--- config.mk ---
export PLATFORM = sky130hd
export DESIGN_NAME = mat_mult_seq_flat
export DESIGN_NICKNAME = d
export VERILOG_FILES = /design/src/rtl/mat_mult_seq_if.sv /design/src/rtl/mat_mult_seq.sv /design/src/flat_wrapper.sv
export SDC_FILE = /design/constraint.sdc
export NUM_CORES = 1
export LEC_CHECK = 0
export BUFFER_PORTS_ARGS = -buffer_cell sky130_fd_sc_hd__buf_4
export CAP_MARGIN = 20
export CORE_ASPECT_RATIO = 0.8
export CORE_MARGIN = 2
export CORE_UTILIZATION = 40
export DETAILED_ROUTE_END_ITERATION = 10
export RECOVER_POWER = 50
export SYNTH_ARGS = -nofsm -noshare
export SYNTH_HDL_FRONTEND = slang
export SYNTH_SLANG_ARGS = --single-unit
export TNS_END_PERCENT = 50
--- constraint.sdc ---
create_clock -name clk -period 7.8 [get_ports clk]
set_input_delay 0.78 -clock clk [delete_from_list [all_inputs] [get_ports clk]]
set_output_delay 0.78 -clock clk [all_outputs]
set_load 0.01 [all_outputs]
--- src/rtl/mat_mult_seq_if.sv ---
// Word-memory request/grant port shared by mat_mult_seq and its memory arbiter.
// One outstanding request; read data returns the cycle after a granted read.
interface mat_mult_seq_if #(
    parameter int ADDR_WIDTH = 10,
    parameter int ACC_SIZE   = 18
);
    logic                  mem_req;
    logic                  mem_we;
    logic [ADDR_WIDTH-1:0] mem_addr;
    logic [ACC_SIZE-1:0]   mem_wdata;
    logic                  mem_gnt;
    logic [ACC_SIZE-1:0]   mem_rdata;

    modport master (
        output mem_req, mem_we, mem_addr, mem_wdata,
        input  mem_gnt, mem_rdata
    );

    modport slave (
        input  mem_req, mem_we, mem_addr, mem_wdata,
        output mem_gnt, mem_rdata
    );
endinterface

--- src/rtl/mat_mult_seq.sv ---
// Sequential NxN matrix multiply, C = A*B or C += A*B, operating on a shared
// row-major word memory through a single request/grant port.
module mat_mult_seq #(
    parameter int DAT_SIZE   = 8,
    parameter int MAT_SIZE   = 4,
    parameter int ACC_SIZE   = 2*DAT_SIZE + $clog2(MAT_SIZE),
    parameter int ADDR_WIDTH = 10
) (
    input  logic                  clk,
    input  logic                  rst_n,
    input  logic                  start,
    input  logic                  clear,
    input  logic                  mode_acc,
    input  logic                  signed_mode,
    input  logic [ADDR_WIDTH-1:0] base_a,
    input  logic [ADDR_WIDTH-1:0] base_b,
    input  logic [ADDR_WIDTH-1:0] base_c,
    output logic                  busy,
    output logic                  done,
    mat_mult_seq_if.master        mem
);

    localparam int CW = $clog2(MAT_SIZE);
    localparam logic [CW-1:0]         LAST = CW'(MAT_SIZE - 1);
    localparam logic [ADDR_WIDTH-1:0] NA   = ADDR_WIDTH'(MAT_SIZE);

    localparam logic [3:0] IDLE   = 4'd0;
    localparam logic [3:0] LD_C   = 4'd1;
    localparam logic [3:0] WT_C   = 4'd2;
    localparam logic [3:0] RD_A   = 4'd3;
    localparam logic [3:0] WT_A   = 4'd4;
    localparam logic [3:0] RD_B   = 4'd5;
    localparam logic [3:0] WT_B   = 4'd6;
    localparam logic [3:0] ST_C   = 4'd7;
    localparam logic [3:0] FINISH = 4'd8;

    logic [3:0]            state;
    logic [CW-1:0]         i, j, k;
    logic [ACC_SIZE-1:0]   acc;
    logic [DAT_SIZE-1:0]   a_op;
    logic [ADDR_WIDTH-1:0] ra, rb, rc;
    logic                  r_acc, r_sgn;

    logic [ADDR_WIDTH-1:0] addr_a, addr_b, addr_c;
    logic [DAT_SIZE-1:0]   b_op;
    logic [2*DAT_SIZE-1:0] prod;
    logic [ACC_SIZE-1:0]   prod_ext;
    logic                  gnt_ok;

    always_comb begin
        addr_a = ra + ADDR_WIDTH'(i) * NA + ADDR_WIDTH'(k);
        addr_b = rb + ADDR_WIDTH'(k) * NA + ADDR_WIDTH'(j);
        addr_c = rc + ADDR_WIDTH'(i) * NA + ADDR_WIDTH'(j);
    end

    // Operands are widened to the full product width first so the multiply
    // is exact in both signed and unsigned interpretation.
    always_comb begin
        b_op = mem.mem_rdata[DAT_SIZE-1:0];
        if (r_sgn) begin
            prod     = $signed({{DAT_SIZE{a_op[DAT_SIZE-1]}}, a_op})
                     * $signed({{DAT_SIZE{b_op[DAT_SIZE-1]}}, b_op});
            prod_ext = ACC_SIZE'($signed(prod));
        end else begin
            prod     = {{DAT_SIZE{1'b0}}, a_op} * {{DAT_SIZE{1'b0}}, b_op};
            prod_ext = ACC_SIZE'(prod);
        end
    end

    always_comb begin
        mem.mem_req   = 1'b0;
        mem.mem_we    = 1'b0;
        mem.mem_addr  = '0;
        mem.mem_wdata = '0;
        case (state)
            LD_C: begin
                mem.mem_req  = 1'b1;
                mem.mem_addr = addr_c;
            end
            RD_A: begin
                mem.mem_req  = 1'b1;
                mem.mem_addr = addr_a;
            end
            RD_B: begin
                mem.mem_req  = 1'b1;
                mem.mem_addr = addr_b;
            end
            ST_C: begin
                mem.mem_req   = 1'b1;
                mem.mem_we    = 1'b1;
                mem.mem_addr  = addr_c;
                mem.mem_wdata = acc;
            end
            default: ;
        endcase
        busy   = (state != IDLE) && (state != FINISH);
        done   = (state == FINISH);
        gnt_ok = mem.mem_req & mem.mem_gnt;
    end

    always_ff @(posedge clk or negedge rst_n) begin
        if (!rst_n) begin
            state <= IDLE;
            i     <= '0;
            j     <= '0;
            k     <= '0;
            acc   <= '0;
            a_op  <= '0;
            ra    <= '0;
            rb    <= '0;
            rc    <= '0;
            r_acc <= 1'b0;
            r_sgn <= 1'b0;
        end else if (clear) begin
            state <= IDLE;
            i     <= '0;
            j     <= '0;
            k     <= '0;
            acc   <= '0;
        end else begin
            case (state)
                IDLE: if (start) begin
                    ra    <= base_a;
                    rb    <= base_b;
                    rc    <= base_c;
                    r_acc <= mode_acc;
                    r_sgn <= signed_mode;
                    i     <= '0;
                    j     <= '0;
                    k     <= '0;
                    acc   <= '0;
                    state <= mode_acc ? LD_C : RD_A;
                end
                LD_C: if (gnt_ok) state <= WT_C;
                WT_C: begin
                    acc   <= mem.mem_rdata;
                    state <= RD_A;
                end
                RD_A: if (gnt_ok) state <= WT_A;
                WT_A: begin
                    a_op  <= mem.mem_rdata[DAT_SIZE-1:0];
                    state <= RD_B;
                end
                RD_B: if (gnt_ok) state <= WT_B;
                WT_B: begin
                    acc <= acc + prod_ext;
                    if (k == LAST) begin
                        k     <= '0;
                        state <= ST_C;
                    end else begin
                        k     <= k + 1'b1;
                        state <= RD_A;
                    end
                end
                // acc is cleared on the store grant so the non-accumulating
                // path can go straight to the next RD_A without an extra cycle.
                ST_C: if (gnt_ok) begin
                    acc <= '0;
                    if (j == LAST) begin
                        j <= '0;
                        if (i == LAST) begin
                            i     <= '0;
                            state <= FINISH;
                        end else begin
                            i     <= i + 1'b1;
                            state <= r_acc ? LD_C : RD_A;
                        end
                    end else begin
                        j     <= j + 1'b1;
                        state <= r_acc ? LD_C : RD_A;
                    end
                end
                FINISH:  state <= IDLE;
                default: state <= IDLE;
            endcase
        end
    end

endmodule

--- src/flat_wrapper.sv ---
// flat-port wrapper written by rule: the top's interface ports become plain ports
module mat_mult_seq_flat 
#(
    parameter int DAT_SIZE   = 8,
    parameter int MAT_SIZE   = 4,
    parameter int ACC_SIZE   = 2*DAT_SIZE + $clog2(MAT_SIZE),
    parameter int ADDR_WIDTH = 10
)
  (clk, rst_n, start, clear, mode_acc, signed_mode, base_a, base_b, base_c, busy, done, mem_mem_req, mem_mem_we, mem_mem_addr, mem_mem_wdata, mem_mem_gnt, mem_mem_rdata);
  mat_mult_seq_if #(.ADDR_WIDTH(ADDR_WIDTH), .ACC_SIZE(ACC_SIZE)) mem_i ();
  input  logic clk;
  input  logic rst_n;
  input  logic start;
  input  logic clear;
  input  logic mode_acc;
  input  logic signed_mode;
  input  logic [ADDR_WIDTH-1:0] base_a;
  input  logic [ADDR_WIDTH-1:0] base_b;
  input  logic [ADDR_WIDTH-1:0] base_c;
  output logic busy;
  output logic done;
  output wire logic [$bits(mem_i.mem_req)-1:0] mem_mem_req;
  output wire logic [$bits(mem_i.mem_we)-1:0] mem_mem_we;
  output wire logic [$bits(mem_i.mem_addr)-1:0] mem_mem_addr;
  output wire logic [$bits(mem_i.mem_wdata)-1:0] mem_mem_wdata;
  input wire logic [$bits(mem_i.mem_gnt)-1:0] mem_mem_gnt;
  input wire logic [$bits(mem_i.mem_rdata)-1:0] mem_mem_rdata;
  assign mem_mem_req = mem_i.mem_req;
  assign mem_mem_we = mem_i.mem_we;
  assign mem_mem_addr = mem_i.mem_addr;
  assign mem_mem_wdata = mem_i.mem_wdata;
  assign mem_i.mem_gnt = mem_mem_gnt;
  assign mem_i.mem_rdata = mem_mem_rdata;
  mat_mult_seq #(.DAT_SIZE(DAT_SIZE), .MAT_SIZE(MAT_SIZE), .ACC_SIZE(ACC_SIZE), .ADDR_WIDTH(ADDR_WIDTH)) u_core (.clk(clk), .rst_n(rst_n), .start(start), .clear(clear), .mode_acc(mode_acc), .signed_mode(signed_mode), .base_a(base_a), .base_b(base_b), .base_c(base_c), .busy(busy), .done(done), .mem(mem_i));
endmodule
==> results <==
- The largest net degree at the start of global routing is slightly below 70.
- Among all flip-flop cells after synthesis, the most frequent one is sky130_fd_sc_hd__dfrtp_1.
- The number of endpoints with negative hold slack in the final report came to 0.
- At the worst endpoint, the required time is 8.00 ns.
- Sorting the synthesized cells by how often they occur yields sky130_fd_sc_hd__inv_1, sky130_fd_sc_hd__ha_1, sky130_fd_sc_hd__fa_1.
- The sink count of the clock tree is 68.
- The die area is ~0.023 mm^2.
- The final reports fail on max-capacitance violations, max-slew violations.
- The final critical path time including I/O delays and setup is approximately 6.3 ns.
- The warning count from the yosys run is 0.
- The post-place instance area is 0.009793 mm^2.
- Once detail routing completed, the nets flagged for antenna violations numbered 0.
- The ratio of total power to cell area is 440.3 mW/mm^2.
- The cell area after synthesis is 0.008871 mm^2.
- After the flow finishes, the layout carries non-filler instances totaling 1,342.
- The worst setup skew after layout is 0.009679 ns.
- The quantity of hold-fixing buffers added after cts is 0.
- The number of nets in the layout is 1,271.
- The cell count of the worst reg-to-reg path is 24.
- The total of endpoints with negative setup slack in the final report is 0.
- The count of buffers from port buffering is 86.
- Relative to the synthesized area, the layout overhead comes to 13.95%.
- Of all nets on the critical path, the largest fanout is 10.
- The initial detailed-routing violation count is between 300 and 400.
- The share of async-settable or async-resettable flops after synthesis is 100.0%.
- The highest attainable clock frequency is roughly 160 MHz.
- Setup repair after global routing left no endpoint under its margin.
- The critical path startpoint category is an input port.
- Counting tap cells, the placed design contains a total of approximately 1,300 instances.
- The vertical die dimension is 137.2 um.
- In the final layout, the multi-input gates occupy 0.006372 mm^2.
- The critical path in this run is classified as in2reg.
- The count of pins on the block boundary is 87.
- In this run, distinct cell masters in the synthesized netlist total 56.
- The total routed wirelength is 21.44 mm.
- The core box area is 0.02168 mm^2.
- The insertion delay of the later-clocked pin in the worst-skew pair is roughly 0.33 ns.
- The CTS tree is yes.
- The clock-pin slew reported for the worst setup and hold paths after clock tree synthesis is 0.06 ns.
- The wire length of the first global-routing pass is 35.38 mm.
- After routing, the total negative slack on setup checks comes to 0 ns.
- The post-synthesis sequential element count is 68.
- In this run the static leakage power is 5.121 nW.
- Summed over all layers, the global routing overflow is 0.
- The placement-stage worst setup slack is 1.183 ns.
- The synthesized design spends more area on one cell type than any other, namely sky130_fd_sc_hd__fa_1.
- The most common cell in the synthesized netlist is sky130_fd_sc_hd__inv_1.
- The mean routed wirelength per cell is 15.97 um.
- In this run the register-to-register setup slack is 1.55 ns.
- The number of antenna violations at the first check in global routing is 0.
- The mean area per synthesized cell is about 9 um^2.
- Dividing the detail-routed via count by the number of cells gives a little over 5.
- Of the available clock period, the critical path in the final layout requires between 80% and 90%.
- The floorplan step set the die width to 170.5 um.
- The total CTS buffers is 9.
- In this run the tightest slew margin relative to its limit is -156.9%.
- The net count after synthesis is 1,198.
- The reg-to-reg endpoint is u_core.acc[17].
- The number of max-slew violations in the final report is 102.
- The clock root buffer is sky130_fd_sc_hd__clkbuf_16.
- Across the whole layout, storage elements account for 0.001702 mm^2.
- The hold path endpoint is u_core.r_acc.
- Buffers added to address setup during post-CTS repair amount to 0.
- The detailed router placed roughly 6,800 vias in this run.
- Counting instances, the worst hold path has a depth of 1.
- After routing the design area is between 0.01 and 0.015 mm^2.
- The standard-cell row count is 48.
- The congestion estimate from routability-driven global placement came to just over 0.8.
- The via count of the first global-routing pass came to between 6,000 and 7,000.
- The number of max-cap violations is 2.
- For the pin with the worst max-slew slack, the measured transition is 3.854 ns.
- The total of cells resized after clock tree synthesis is 0.
- The number of buffers on the longest clock path is 2.
- The top cell type's share of synthesized area is about a fifth.
- For the worst setup path, the data arrival time is 6.50 ns.
- The type of the worst min-delay path is reg2reg.
- Detailed placement ended at an HPWL of 17.62 mm.
- The filler cells instantiated in the layout total ~2,100.
- The worst setup path is captured at a flop.
- The synthesized design contains 0 enable-type register cells.
- The total design power is 4.451 mW.
- The flow ran to the end, but the final reports show violations.
- The overall fraction of global-route tracks in use is 19.26%.
- The diode insertion count for antenna repair is 0.
- The first detailed-routing pass ran for 5 iterations.
- After detailed routing, the number of remaining DRC violations is 0.
- Yosys attributes the largest share of cell area to sky130_fd_sc_hd__fa_1, sky130_fd_sc_hd__dfrtp_1, sky130_fd_sc_hd__ha_1.
- The worst-case vdd ir drop is 0.0003106 V.
- The worst path meets setup with 1.500 ns of slack.
- The share of the Yosys chip area taken by registers is 19.18%.
- The H-tree was split into 3 levels.
- The startpoint of the lowest-slack hold path is u_core.r_acc.
- Synthesis handed over a netlist of 964 instances.
- The fraction of final layout cells sized beyond drive strength 1 is 15.74%.
- For this configuration, the core starts out at a cell density of 40.92%.
- The startpoint identified for the worst register-to-register timing path is u_core.a_op[7].
## layout make-up
class / instances / area share (%)
sequential: 68 / 16.83
clock buffer: 10 / 2.364
multi-input combinational: 690 / 63.04
timing repair buffer: 90 / 6.573
inverter: 178 / 6.610
clock inverter: 6 / 0.8664
tap: 300 / 3.713
## through the flow
stage / utilization [%] / hold WS, ns
6_report: 46.62 / 0.5172
3_5_place_dp: 45.17 / 0.4995
2_1_floorplan: - / 0.4670
4_1_cts: 46.68 / 0.5137
5_1_grt: 46.62 / 0.5277
3_3_place_gp: 45.17 / 0.4978
## worst max-delay path, stage by stage
cell,delay (ns)
sky130_fd_sc_hd__buf_4,0.16
sky130_fd_sc_hd__and2_1,0.21
sky130_fd_sc_hd__fa_1,0.66
sky130_fd_sc_hd__inv_1,0.16
sky130_fd_sc_hd__fa_1,0.55
sky130_fd_sc_hd__inv_1,0.05
sky130_fd_sc_hd__fa_1,0.53
sky130_fd_sc_hd__inv_1,0.05
sky130_fd_sc_hd__fa_1,0.53
sky130_fd_sc_hd__inv_1,0.05
sky130_fd_sc_hd__ha_1,0.36
sky130_fd_sc_hd__a21o_1,0.19
sky130_fd_sc_hd__a21oi_1,0.25
sky130_fd_sc_hd__a21oi_1,0.11
sky130_fd_sc_hd__o21ai_0,0.16
sky130_fd_sc_hd__o21ai_0,0.12
sky130_fd_sc_hd__ha_1,0.38
sky130_fd_sc_hd__a21o_1,0.22
sky130_fd_sc_hd__a21oi_1,0.17
sky130_fd_sc_hd__o21ai_0,0.12
sky130_fd_sc_hd__a41oi_2,0.25
sky130_fd_sc_hd__or3_1,0.15
sky130_fd_sc_hd__nand3_1,0.09
sky130_fd_sc_hd__xor2_1,0.15
sky130_fd_sc_hd__o21ai_1,0.07
## routing by layer
metal / share of wire [%] / vias to the layer above / global-route usage (%)
met1: 53 / 3348 / 30.25
met5: 0 / - / 0
met4: 0.97 / 0 / 3.229
li1: - / 3323 / -
met3: 4.2 / 16 / 2.672
met2: 42 / 140 / 28.25
## worst max-delay path by stage
stage	endpoint	slack, ns	cells past startpoint	startpoint
6_report	u_core.acc[17]	1.50	25	mem_mem_rdata[4]
5_1_grt	u_core.acc[17]	0.97	25	mem_mem_rdata[4]
4_1_cts	u_core.acc[17]	1.51	25	mem_mem_rdata[4]
3_5_place_dp	u_core.acc[17]	1.18	25	mem_mem_rdata[4]
3_3_place_gp	u_core.acc[17]	1.28	26	mem_mem_rdata[4]
2_1_floorplan	u_core.acc[17]	1.59	25	mem_mem_rdata[4]
## layout by cell type, fill, tap and decap left out, types with 7 or more instances in the layout
master / count
sky130_fd_sc_hd__nor2_1: 28
sky130_fd_sc_hd__nor2b_1: 12
sky130_fd_sc_hd__nand2b_1: 10
sky130_fd_sc_hd__and3_1: 7
sky130_fd_sc_hd__o21a_1: 13
sky130_fd_sc_hd__nor3_1: 9
sky130_fd_sc_hd__xor2_1: 28
sky130_fd_sc_hd__and2_1: 62
sky130_fd_sc_hd__xnor2_1: 35
sky130_fd_sc_hd__o21bai_1: 7
sky130_fd_sc_hd__buf_4: 87
sky130_fd_sc_hd__a21oi_1: 34
sky130_fd_sc_hd__nand2_1: 62
sky130_fd_sc_hd__a22oi_1: 21
sky130_fd_sc_hd__nand3_1: 14
sky130_fd_sc_hd__a21o_1: 20
sky130_fd_sc_hd__clkbuf_16: 9
sky130_fd_sc_hd__o21ai_0: 45
sky130_fd_sc_hd__fa_1: 89
sky130_fd_sc_hd__ha_1: 90
sky130_fd_sc_hd__mux2_2: 45
sky130_fd_sc_hd__dfrtp_1: 68
sky130_fd_sc_hd__inv_1: 178
## power by group
part	internal (mW)	switching, mW	total, mW
clock network	0.289	0.167	0.456
registers	0.442	0.139	0.580
logic	1.49	1.93	3.42
total	2.22	2.23	4.45
## flip-flops by register name, summed over array words and instances, names as in the netlist, 2 cells and up
register	count
u_core.j	2
u_core.rb	10
u_core.i	2
u_core.rc	10
u_core.k	2
u_core.ra	10
u_core.state	4
u_core.acc	18
u_core.a_op	8
## cell families after synthesis
kind of cell | Yosys count | share of synthesized area, %
DFF | 68 | 19.18
AOI/OAI and AO/OA | 179 | 13.68
and+or+nand+nor | 222 | 13.15
xor gates and xnor gates | 63 | 6.220
adders and majority gates | 179 | 32.78
buffers and inverters | 206 | 9.055
muxes | 47 | 5.938
(Power assumes the default switching activity.)
